`config.mk`:
```
export PLATFORM = sky130hd
export DESIGN_NAME = traffic_phase_timer
export DESIGN_NICKNAME = d
export VERILOG_FILES = /design/src/rtl/traffic_phase_timer.sv
export SDC_FILE = /design/constraint.sdc
export NUM_CORES = 1
export LEC_CHECK = 0
export BUFFER_PORTS_ARGS = -buffer_cell sky130_fd_sc_hd__buf_2
export CAP_MARGIN = 5
export CORE_MARGIN = 5
export CORE_UTILIZATION = 46
export DETAILED_ROUTE_END_ITERATION = 10
export PLACE_DENSITY_LB_ADDON = 0.15
export SLEW_MARGIN = 20
export SYNTH_ARGS = -nofsm -noshare
export SYNTH_HDL_FRONTEND = slang
export SYNTH_SLANG_ARGS = --single-unit
```
`constraint.sdc`:
```
create_clock -name clock -period 1.5 [get_ports clock]
set_input_delay 0.15 -clock clock [delete_from_list [all_inputs] [get_ports clock]]
set_output_delay 0.15 -clock clock [all_outputs]
set_load 0.1 [all_outputs]
```
`src/rtl/traffic_phase_timer.sv`:
```
// rtl/traffic_phase_timer.sv - tick-driven GREEN/YELLOW/RED phase sequencer with pedestrian red extension
module traffic_phase_timer #(
  parameter int CNT_W        = 8,
  parameter int GREEN_TICKS  = 20,
  parameter int YELLOW_TICKS = 4,
  parameter int RED_TICKS    = 16,
  parameter int PED_EXTEND   = 8
) (
  input  logic             clock,
  input  logic             reset_n,
  input  logic             enable,
  input  logic             tick,
  input  logic             hold,
  input  logic             ped_req,
  output logic             advance,
  output logic [1:0]       phase,
  output logic [CNT_W-1:0] remaining,
  output logic             ped_pending,
  output logic             ped_walk
);

  if (GREEN_TICKS < 1 || YELLOW_TICKS < 1 || RED_TICKS < 1 || PED_EXTEND < 1) begin : g_bad_ticks
    $error("traffic_phase_timer: every tick parameter must be at least 1");
  end
  if (longint'(RED_TICKS) + longint'(PED_EXTEND) > (longint'(1) << CNT_W)) begin : g_bad_width
    $error("traffic_phase_timer: extended red length does not fit in CNT_W");
  end

  typedef enum logic [1:0] {
    ST_INIT   = 2'b00,
    ST_GREEN  = 2'b01,
    ST_YELLOW = 2'b10,
    ST_RED    = 2'b11
  } phase_t;

  localparam logic [CNT_W-1:0] GREEN_LOAD   = CNT_W'(GREEN_TICKS - 1);
  localparam logic [CNT_W-1:0] YELLOW_LOAD  = CNT_W'(YELLOW_TICKS - 1);
  localparam logic [CNT_W-1:0] RED_LOAD     = CNT_W'(RED_TICKS - 1);
  localparam logic [CNT_W-1:0] RED_EXT_LOAD = CNT_W'(RED_TICKS + PED_EXTEND - 1);
  localparam logic [CNT_W-1:0] CNT_ONE      = CNT_W'(1);

  phase_t           state_q, state_d;
  logic [CNT_W-1:0] rem_q, rem_d;
  logic             adv_q, adv_d;
  logic             pend_q, pend_d;
  logic             walk_q, walk_d;
  logic             qual;
  logic             expire;
  logic             enter_red;

  always_ff @(posedge clock or negedge reset_n) begin
    if (!reset_n) begin
      state_q <= ST_INIT;
      rem_q   <= '0;
      adv_q   <= 1'b0;
      pend_q  <= 1'b0;
      walk_q  <= 1'b0;
    end else begin
      state_q <= state_d;
      rem_q   <= rem_d;
      adv_q   <= adv_d;
      pend_q  <= pend_d;
      walk_q  <= walk_d;
    end
  end

  always_comb begin
    state_d   = state_q;
    rem_d     = rem_q;
    adv_d     = 1'b0;
    walk_d    = walk_q;
    qual      = tick & enable & ~hold;
    expire    = qual & ((state_q == ST_INIT) | (rem_q == '0));
    enter_red = expire & (state_q == ST_YELLOW);

    if (expire) begin
      adv_d = 1'b1;
      unique case (state_q)
        ST_INIT, ST_RED: begin
          state_d = ST_GREEN;
          rem_d   = GREEN_LOAD;
          walk_d  = 1'b0;
        end
        ST_GREEN: begin
          state_d = ST_YELLOW;
          rem_d   = YELLOW_LOAD;
        end
        ST_YELLOW: begin
          state_d = ST_RED;
          // a press arriving on the very cycle red is chosen still earns the extension
          if (pend_q | ped_req) begin
            rem_d  = RED_EXT_LOAD;
            walk_d = 1'b1;
          end else begin
            rem_d  = RED_LOAD;
            walk_d = 1'b0;
          end
        end
      endcase
    end else if (qual) begin
      rem_d = rem_q - CNT_ONE;
    end

    pend_d = enter_red ? 1'b0 : (pend_q | ped_req);
  end

  assign advance     = adv_q;
  assign phase       = state_q;
  assign remaining   = rem_q;
  assign ped_pending = pend_q;
  assign ped_walk    = walk_q;

endmodule

```
# --- Word-level counts from Yosys, hierarchy flattened ---
# Cells that the tools add are included.
word_totals:
  register_bits: 13
  out_inout_bits: 13
  word_cells: 31
  inputBits: 6
classes:
  n_mux: 9
  eq_ne: 3
  n_addsub: 1
  n_reduce_logical: 6
  bitwise: 7
ops:
  columns: ["cell", "n"]
  rows:
  - ["8-bit one-hot mux with 3 select lines", 1]
  - ["8-bit two-way mux", 2]
  - ["8-bit zero test", 1]
  - ["8-bit by 1-bit subtractor with 8-bit output (second input constant)", 1]
  - ["2-bit one-hot mux with 3 select lines", 1]
  - ["5-bit two-way mux", 1]
  - ["1-bit AND", 4]
  - ["2-bit == test (second input constant)", 2]
  - ["2-bit nonzero test", 2]
  - ["1-bit two-way mux", 3]
  - ["2-bit by 1-bit == test with 1-bit output (second input constant)", 1]
  - ["2-bit zero test", 1]
  - ["1-bit OR", 2]
  - ["1-bit one-hot mux with 2 select lines", 1]
  - ["2-bit AND reduction", 1]
  - ["2-bit OR reduction", 1]
  - ["1-bit NOT", 1]

# --- Logic depth before layout (Yosys ltp) ---
# Gate-level depths: netlist (run 1).
depth:
  word_depth: 5
  depth_mapped: 6

# --- Worst setup path before layout (run 1) ---
# Ideal clock, no wire load.
synth_path:
  kind: "register to register"
  startpoint: "register state_q[0] (netlist: phase[0])"
  endpoint: "register rem_q[4] (netlist: remaining[4])"
  path_slack_ps: -745
  required_time_ps: 1374
  path_buffers: 0
  synth_period_minus_slack_ps: 2245
  stages_incl_launch_ff: 6
  t_arrival_ps: 2119
  cell_sequence: "dfrtp_1 > inv_1 > ha_1 > a31oi_2 > a2111oi_0 > a311o_1"
synth_via:
  elab_chain_len: 4
  elab_cells_between_ends: 10
synth_rtl:
  columns: ["element", "line_no", "text"]
  rows:
  - ["start, declared", "42", "phase_t state_q, state_d;"]
  - ["start signal, assigned", "59", "state_q <= state_d;"]
  - ["2-bit == test or 2-bit zero test (tied branches)", "78, 73", null]
  - ["2-bit OR reduction or 1-bit OR (tied branches)", "78, 73", null]
  - ["8-bit one-hot mux with 3 select lines or 1-bit AND (tied branches)", "78, 73", null]
  - ["8-bit two-way mux or 2-bit nonzero test (tied branches)", null, null]
  - ["end signal, assigned", "60", "rem_q <= rem_d;"]
  - ["end, declared", "43", "logic [CNT_W-1:0] rem_q, rem_d;"]
# Parallel ways exist; a longest one is shown, timed or not. The select of a mux whose other input is x is not followed.
# A chain may end at the register's enable or synchronous reset.

# --- Final worst setup path (run 1) ---
layout_path:
  startpoint: "register rem_q[0] (netlist: remaining[0])"
  endpoint: "register rem_q[7] (netlist: remaining[7])"
layout_via:
  elab_chain_len: 4
  elab_cells_between_ends: 7
layout_rtl:
  columns: ["element"]
  rows:
  - ["parallel branches: the longest is 4 deep, another holds 8-bit by 1-bit subtractor with 8-bit output"]
# Parallel ways; which one is timed is not known. The select of a mux whose other input is x is not followed.

==> results.toml, run 1 <==
[run_status]
outcome = "complete, but fails checks"
violations = "negative setup slack"

[critical_path]
reg2reg_depth = 4
crit_family = "simple AND/OR/NAND/NOR gates"
endpoint_kind = "register"
critPathSlowestCell = "or4_4"
path_buf_inv = 0
worstPathRequired_ns = 1.68
startpoint_type = "register"
reg2reg_to = "remaining[7]$_DFFE_PN0P_"
crit_fanout = 5
r2r_slack_ns = -0.14
crit_type = "register to register"
crit_chain = "or4_4 > nor4_4 > o21ai_1 > a22o_1"
slowest_delay_ns = 0.59
arrival_ns = 1.81
r2r_start = "remaining[0]$_DFFE_PN0P_"

[timing]
period_minus_slack_ns = 1.64
setup_ws_ns = -0.135
fin_crit_sh_pct = 109
tns_ns = -1.03
worst_pin_slew_ns = 0.491
hold_viol_final = 0
rsz0062_at_grt = "yes"
setup_violations = 12
relSlewSlack_pct = 67.5
drv_slew = 0
fmax_mhz = 611
finalClockSkew_ns = 0.00496

[synthesis]
ys_types = 32
post-synth-top-area-cell = "dfrtp_1"
yosysSeqAreaShare_pct = 41.5
syn_nets = 91
yosysWarningCount = 0
synthTopCellsByArea = "dfrtp_1, ha_1, nor2_1, a22o_1, o21ai_0"
avgSynthCellArea_um2 = 10.1
synth_top_area_share_pct = 41.5
ys_ff_latch = 13
syn_inst = 78
synth_area_um2 = 785

[drt]
drt_iter0_drc = 9
drcViolationCount = 0
finalWirelength_um = 2120
wire_per_inst_um = 15.1
postRouteAntennaNets = 0
drtPass1Iterations = 4
vias = 781
vias_per_cell = 5.58

[min_path]
hold_end = "ped_pending$_DFF_PN0_"
hold_start = "ped_req"
hold_depth = 3
min_path_type = "input pin to register"

[global_route]
grt_max_degree = 14
grt-ovfl-total = 0
grt_usage_pct = 18.5
antenna_found_initial = 0
grt_pass1_vias = 784
grt_pass1_wl_um = 3630

[final_layout]
drive_above_1_share_pct = 65.0
num-fill-cells = 128
syn_to_final_growth_pct = 61.2
final_nets = 137
diodes = 0
final_cell_mix = "buf_4, buf_2, dfrtp_4"
final_common_cell = "buf_4"

[clocking]
cts_tree = "yes"
cts_root_buffer = "clkbuf_4"
h-tree-depth = 1
clk_latency_ns = 0.29
clock_sinks = 13
cts_made_buffers = 3
ctsLongestPathBuffers = 2
clk_pin_slew_ns = 0.09

[floorplanning]
die-area_mm2 = 0.00263
coreArea_mm2 = 0.00167
die-width_um = 51.3
start_util_pct = 47.0
ios = 19
core.rowCount = 15
die_h_um = 51.3

[placed_design]
dp_hpwl_um = 1490
gp_congestion = 0.814
pre_cts_ws_ns = -0.159
io_buffers = 18

[run]
cap_violations = 0
==> area by class of cell <==
type / count / area [um2] / share of cell area, %
inverters: 4 / 20.0 / 1.58
flip-flops and latches: 13 / 358 / 28.3
repair buffers: 44 / 298 / 23.5
clock buffers: 4 / 26.3 / 2.08
well taps: 17 / 21.3 / 1.68
multi-input cells: 58 / 542 / 42.8
==> synthesized netlist by cell type, drive strengths merged <==
| master | n |
|---|---|
| or4 | 1 |
| inv | 4 |
| nor2b | 1 |
| nand2 | 2 |
| buf | 2 |
| a211o | 1 |
| mux2i | 1 |
| nand3b | 1 |
| nand2b | 1 |
| nand3 | 3 |
| a31oi | 2 |
| a21oi | 3 |
| clkbuf | 1 |
| o31ai | 1 |
| nor3 | 5 |
| nor4 | 2 |
| nor2 | 9 |
| dfrtp | 13 |
| a22o | 3 |
| a311o | 1 |
| o21ai | 9 |
| o41ai | 1 |
| a2111oi | 1 |
| a31o | 1 |
| ha | 7 |
| o311ai | 1 |
| or3b | 1 |
==> kinds of logic (layout without fill, tap and decap cells) <==
logic type,after synthesis,after routing,share of synthesized area (%)
muxes,1,1,1.28
buffers and inverters,7,52,5.26
DFF,13,13,41.5
and+or+nand+nor,26,26,19.1
adders and majority gates,7,7,11.2
AOI/OAI and AO/OA,24,24,21.7
==> stage by stage <==
stage / area (um2) / hold WS (ns) / utilization, % / std cells
final: 1260 / 0.172 / 75.7 / 140
after global routing: 1260 / 0.185 / 75.7 / 140
after CTS: 1210 / 0.168 / 72.2 / 139
after detailed placement: 1110 / 0.0671 / 66.3 / 130
after global placement: 1110 / 0.0601 / 66.3 / 130
after floorplan: 872 / -0.146 / - / 78
==> worst min-delay path, stage by stage <==
cell and delay [ns]:
buf_2 0.08, nor2_1 0.07, a21oi_1 0.12
==> sequential cells by signal, indices dropped and copies added (netlist names) <==
| name | flops |
|---|---|
| phase | 2 |
| advance | 1 |
| ped_pending | 1 |
| ped_walk | 1 |
| remaining | 8 |
==> routing by layer <==
metal / vias up / wire length [um] / part of all wire [%] / GRT usage [%]
li1: 383 / - / - / -
met2: 17 / 1060 / 50 / 31.1
met1: 376 / 949 / 45 / 23.0
met5: - / 0 / 0 / 0
met3: 5 / 66 / 3.1 / 2.92
met4: 0 / 43 / 2.0 / 8.73
==> worst max-delay path by stage <==
| stage | cells after the start | to | slack, ns | startpoint |
|---|---|---|---|---|
| 6_report | 4 | remaining[7]$_DFFE_PN0P_ | -0.14 | remaining[0]$_DFFE_PN0P_ |
| 5_1_grt | 6 | remaining[6]$_DFFE_PN0P_ | -0.20 | remaining[0]$_DFFE_PN0P_ |
| 4_1_cts | 5 | remaining[3]$_DFFE_PN0P_ | -0.13 | remaining[4]$_DFFE_PN0P_ |
| 3_5_place_dp | 4 | remaining[7]$_DFFE_PN0P_ | -0.16 | remaining[1]$_DFFE_PN0P_ |
| 3_3_place_gp | 6 | remaining[6]$_DFFE_PN0P_ | -0.13 | remaining[0]$_DFFE_PN0P_ |
| 2_1_floorplan | 5 | remaining[3]$_DFFE_PN0P_ | -0.26 | remaining[5]$_DFFE_PN0P_ |
==> what timing repair did <==
action / in CTS / in global routing
pin swaps: 5 / 5
buffers inserted: 4 / 1
endpoints found under the hold margin: 13 / 0
setup endpoints to repair: 11 / 14
resized for setup: 10 / 11
hold buffers: 1 / 0
Power of run 1 is not shown: default switching activity piles up to over one toggle a cycle in this logic, so the estimate is an artifact.
==> run 2, diff against run 1 <==
--- a/config.mk
+++ b/config.mk
@@ -11,6 +11,8 @@
 export CORE_UTILIZATION = 46
 export DETAILED_ROUTE_END_ITERATION = 10
 export PLACE_DENSITY_LB_ADDON = 0.15
+export RECOVER_POWER = 50
+export SKIP_LAST_GASP = 1
 export SLEW_MARGIN = 20
 export SYNTH_ARGS = -nofsm -noshare
 export SYNTH_HDL_FRONTEND = slang
==> run 2 against run 1 <==
Compared with the run above:
- the flow still finishes with violations (negative setup slack)
- global-route usage is the same
- core utilization down 0.37 points
- cell area is 0.49% lower
- critical path type unchanged
==> results.toml, run 2 (same netlist as run 1, synthesis figures left out) <==
[critical_path]
arrival_ns = 1.86
crit_chain = "nor4_4 > a31oi_4 > buf_4 > nor3_1 > a211o_1"
reg2reg_to = "remaining[3]$_DFFE_PN0P_"
worstPathRequired_ns = 1.72
crit_type = "register to register"
r2r_slack_ns = -0.13
critPathSlowestCell = "dfrtp_4"
endpoint_kind = "register"
reg2reg_depth = 5
slowest_delay_ns = 0.49
startpoint_type = "register"
r2r_start = "remaining[5]$_DFFE_PN0P_"
crit_fanout = 5

[timing]
worst_pin_slew_ns = 0.768
timing.hold.ws_ns = 0.178
hold_viol_final = 0
fin_crit_sh_pct = 109
drv_slew = 0
finalClockSkew_ns = 0.00395
setup_violations = 12
setup_ws_ns = -0.135
fmax_mhz = 612
period_minus_slack_ns = 1.63
rsz0062_at_grt = "yes"
relSlewSlack_pct = 48.8
tns_ns = -1.07

[clocking]
ctsLongestPathBuffers = 2
clk_pin_slew_ns = 0.09
clock_sinks = 13
cts_made_buffers = 3
cts_root_buffer = "clkbuf_4"
clk_latency_ns = 0.29
h-tree-depth = 1
cts_tree = "yes"

[floorplanning]
start_util_pct = 47.0
die-area_mm2 = 0.00263
die-width_um = 51.3
coreArea_mm2 = 0.00167
core.rowCount = 15
die_h_um = 51.3
ios = 19

[final_layout]
instances_no_fill = 140
final_nets = 137
drive_above_1_share_pct = 63.4
syn_to_final_growth_pct = 60.4
largest_reg_flops = 8
final_common_cell = "buf_4"
diodes = 0
final_cell_mix = "buf_4, buf_2, dfrtp_4"

[drt]
vias = 774
drcViolationCount = 0
postRouteAntennaNets = 0
vias_per_cell = 5.53
wire_per_inst_um = 15.0
finalWirelength_um = 2110
drt_iter0_drc = 4
drtPass1Iterations = 4

[min_path]
hold_end = "ped_pending$_DFF_PN0_"
hold_depth = 3
min_path_type = "input pin to register"
hold_start = "ped_req"

[placed_design]
dp_hpwl_um = 1490
place_inst = 130
gp_congestion = 0.814
pre_cts_ws_ns = -0.159
io_buffers = 18

[run_status]
violations = "negative setup slack"
outcome = "complete, but fails checks"

[global_route]
grt_pass1_vias = 786
grt_max_degree = 14
grt-ovfl-total = 0
grt_pass1_wl_um = 3630
antenna_found_initial = 0
grt_usage_pct = 18.5

[run]
cap_violations = 0
run 2: changes by cell type in the layout (fill, tap and decap cells not counted):
cell | previous run | this run
nor3_2 | 2 | 1
buf_2 | 17 | 16
clkbuf_1 | 1 | 2
nor3_1 | 2 | 3
run 2: worst max path at each step:
stage / from / to / slack [ns] / cells past startpoint
floorplan: remaining[5]$_DFFE_PN0P_ / remaining[3]$_DFFE_PN0P_ / -0.26 / 5
global placement: remaining[0]$_DFFE_PN0P_ / remaining[6]$_DFFE_PN0P_ / -0.13 / 6
detailed placement: remaining[1]$_DFFE_PN0P_ / remaining[7]$_DFFE_PN0P_ / -0.16 / 4
CTS: remaining[4]$_DFFE_PN0P_ / remaining[3]$_DFFE_PN0P_ / -0.13 / 5
global route: remaining[0]$_DFFE_PN0P_ / remaining[6]$_DFFE_PN0P_ / -0.20 / 6
finish: remaining[5]$_DFFE_PN0P_ / remaining[3]$_DFFE_PN0P_ / -0.13 / 5
run 2: timing repair:
item	in CTS	in global routing
setup endpoints to repair	11	14
hold endpoints to repair	13	0
pin swaps	5	5
setup buffers	4	1
resized for setup	9	11
hold buffers	1	0
run 2: worst max-delay path, delay by kind of cell (launching register included):
| kind | cells | cell delay (ns) |
|---|---|---|
| AO/OA/AOI/OAI | 2 | 0.32 |
| buffers and inverters | 1 | 0.18 |
| flip-flops | 1 | 0.49 |
| AND/OR/NAND/NOR | 2 | 0.59 |
run 2: through the flow:
stage / instance area, um2 / utilization (%)
final: 1260 / 75.4
after CTS: 1210 / 72.2
after global routing: 1260 / 75.4
after detailed placement: 1110 / 66.3
after global placement: 1110 / 66.3
after floorplan: 872 / -
run 2: cell type report:
cell class	count	area, um2
sequential	13	358
multi-input combinational	58	537
inverter	4	20.0
fill	132	412
clock buffer	4	26.3
timing repair buffer	44	297
tap	17	21.3
run 2: layer usage:
metal / up-vias / GRT usage [%] / wire length (um)
li1: 386 / - / -
met1: 370 / 23.0 / 977
met2: 13 / 31.1 / 1020
met3: 5 / 2.92 / 60
met4: 0 / 8.73 / 43
met5: - / 0 / 0
Power of run 2 is left out for the same reason.
==> run 3, diff against run 2 <==
--- a/config.mk
+++ b/config.mk
@@ -8,10 +8,10 @@
 export BUFFER_PORTS_ARGS = -buffer_cell sky130_fd_sc_hd__buf_2
 export CAP_MARGIN = 5
 export CORE_MARGIN = 5
-export CORE_UTILIZATION = 46
+export CORE_UTILIZATION = 45
+export CTS_CLUSTER_SIZE = 10
 export DETAILED_ROUTE_END_ITERATION = 10
 export PLACE_DENSITY_LB_ADDON = 0.15
-export RECOVER_POWER = 50
 export SKIP_LAST_GASP = 1
 export SLEW_MARGIN = 20
 export SYNTH_ARGS = -nofsm -noshare
==> run 3 against run 2 <==
Compared with the run above:
- the run still ends with negative setup slack left
- clock skew down 0.0016 ns
- fmax is 2.1% lower
- register-to-register slack got worse by 0.04 ns
- sequential cell count stayed put
==> results.toml, run 3 (same netlist as run 1, synthesis figures left out) <==
[timing]
hold_viol_final = 0
fmax_mhz = 599
fin_crit_sh_pct = 111
worst_pin_slew_ns = 0.508
setup_violations = 13
drv_slew = 0
period_minus_slack_ns = 1.67
setup_ws_ns = -0.170
finalClockSkew_ns = 0.00237
relSlewSlack_pct = 66.4
rsz0062_at_grt = "yes"

[final_layout]
final_common_cell = "buf_4"
num-fill-cells = 120
largest_reg_flops = 8
postLayoutCoreUtil_pct = 75.9
drive_above_1_share_pct = 65.9
diodes = 0
syn_to_final_growth_pct = 63.5
final_cell_mix = "buf_4, buf_2, nor2_1, dfrtp_4"
final_nets = 137
final_area_mm2 = 0.00128

[critical_path]
r2r_start = "remaining[5]$_DFFE_PN0P_"
crit_fanout = 4
crit_type = "register to register"
slowest_delay_ns = 0.50
arrival_ns = 1.83
startpoint_type = "register"
startpoint = "remaining[5]$_DFFE_PN0P_"
crit_chain = "nor4_4 > a31o_1 > buf_6 > o21ai_1 > a22o_1"
endpoint_kind = "register"
r2r_slack_ns = -0.17
critPathSlowestCell = "dfrtp_4"
crit_family = "compound AO/OA/AOI/OAI gates"
path_buf_inv = 1
worstPathRequired_ns = 1.66

[floorplanning]
ios = 19
die-area_mm2 = 0.00268
die-width_um = 51.8
core.rowCount = 15
coreArea_mm2 = 0.00169
start_util_pct = 46.4
die_h_um = 51.8

[clocking]
cts_made_buffers = 3
clk_pin_slew_ns = 0.08
cts_tree = "yes"
cts_root_buffer = "clkbuf_4"
clk_latency_ns = 0.27
h-tree-depth = 1
clock_sinks = 13
ctsLongestPathBuffers = 2

[drt]
drt_iter0_drc = 18
vias = 768
drcViolationCount = 0
wire_per_inst_um = 16.9
postRouteAntennaNets = 0
vias_per_cell = 5.49
finalWirelength_um = 2360
drtPass1Iterations = 4

[run]
cap_violations = 0

[global_route]
grt_usage_pct = 20.7
grt_max_degree = 14
grt_pass1_vias = 823
grt-ovfl-total = 0
antenna_found_initial = 0
grt_pass1_wl_um = 3970

[run_status]
outcome = "complete, but fails checks"
violations = "negative setup slack"

[min_path]
hold_start = "ped_req"
min_path_type = "input pin to register"

[placed_design]
io_buffers = 18
gp_congestion = 0.774
dp_hpwl_um = 1600
postPlaceCellArea_mm2 = 0.00108
## run 3: path summary, 6_finish.rpt
kind                                             to  depth (start not counted)
setup / recovery           remaining[5]$_DFFE_PN0P_                          5
hold / removal                ped_pending$_DFF_PN0_                          3
setup reg to reg           remaining[5]$_DFFE_PN0P_                          5
hold reg to reg                ped_walk$_DFFE_PN0P_                          2
max in group asynchronous  remaining[1]$_DFFE_PN0P_                          2
min in group asynchronous      ped_walk$_DFFE_PN0P_                          2
## run 3: area by class of cell
cell class | count | area, um2 | area share [%]
multi-input combinational | 58 | 542 | 42.2
sequential | 13 | 358 | 27.9
timing repair buffer | 44 | 315 | 24.6
clock buffer | 4 | 26.3 | 2.05
tap | 17 | 21.3 | 1.66
inverter | 4 | 20.0 | 1.56
## run 3: stage by stage
step	hold slack [ns]	setup WS, ns	instances	TNS, ns
6_report	0.205	-0.170	140	-1.49
5_1_grt	0.213	-0.232	140	-2.48
4_1_cts	0.224	-0.143	138	-1.34
3_5_place_dp	0.0587	-0.220	127	-1.37
3_3_place_gp	0.0554	-0.119	127	-0.901
2_1_floorplan	-0.146	-0.260	78	-1.76
## run 3: layer usage
| layer | GRT usage (%) | vias to the layer above | share of wire [%] |
|---|---|---|---|
| li1 | - | 382 | - |
| met1 | 23.7 | 370 | 44 |
| met2 | 36.9 | 14 | 53 |
| met3 | 4.01 | 2 | 2.3 |
| met4 | 9.61 | 0 | 0.55 |
| met5 | 0 | - | 0 |
## run 3: worst min-delay path: cells and delay by family
family                 cells  cell delay (ns)
buffers and inverters      1             0.08
AO/OA/AOI/OAI              1             0.13
AND/OR/NAND/NOR            1             0.07
## run 3: repair_timing
item	in CTS	in global routing
gates resized for setup	14	13
setup endpoints to repair	10	15
buffers inserted	6	3
hold endpoints to repair	13	0
hold buffers	1	0
pin swaps	6	5
Power of run 3 is left out for the same reason.
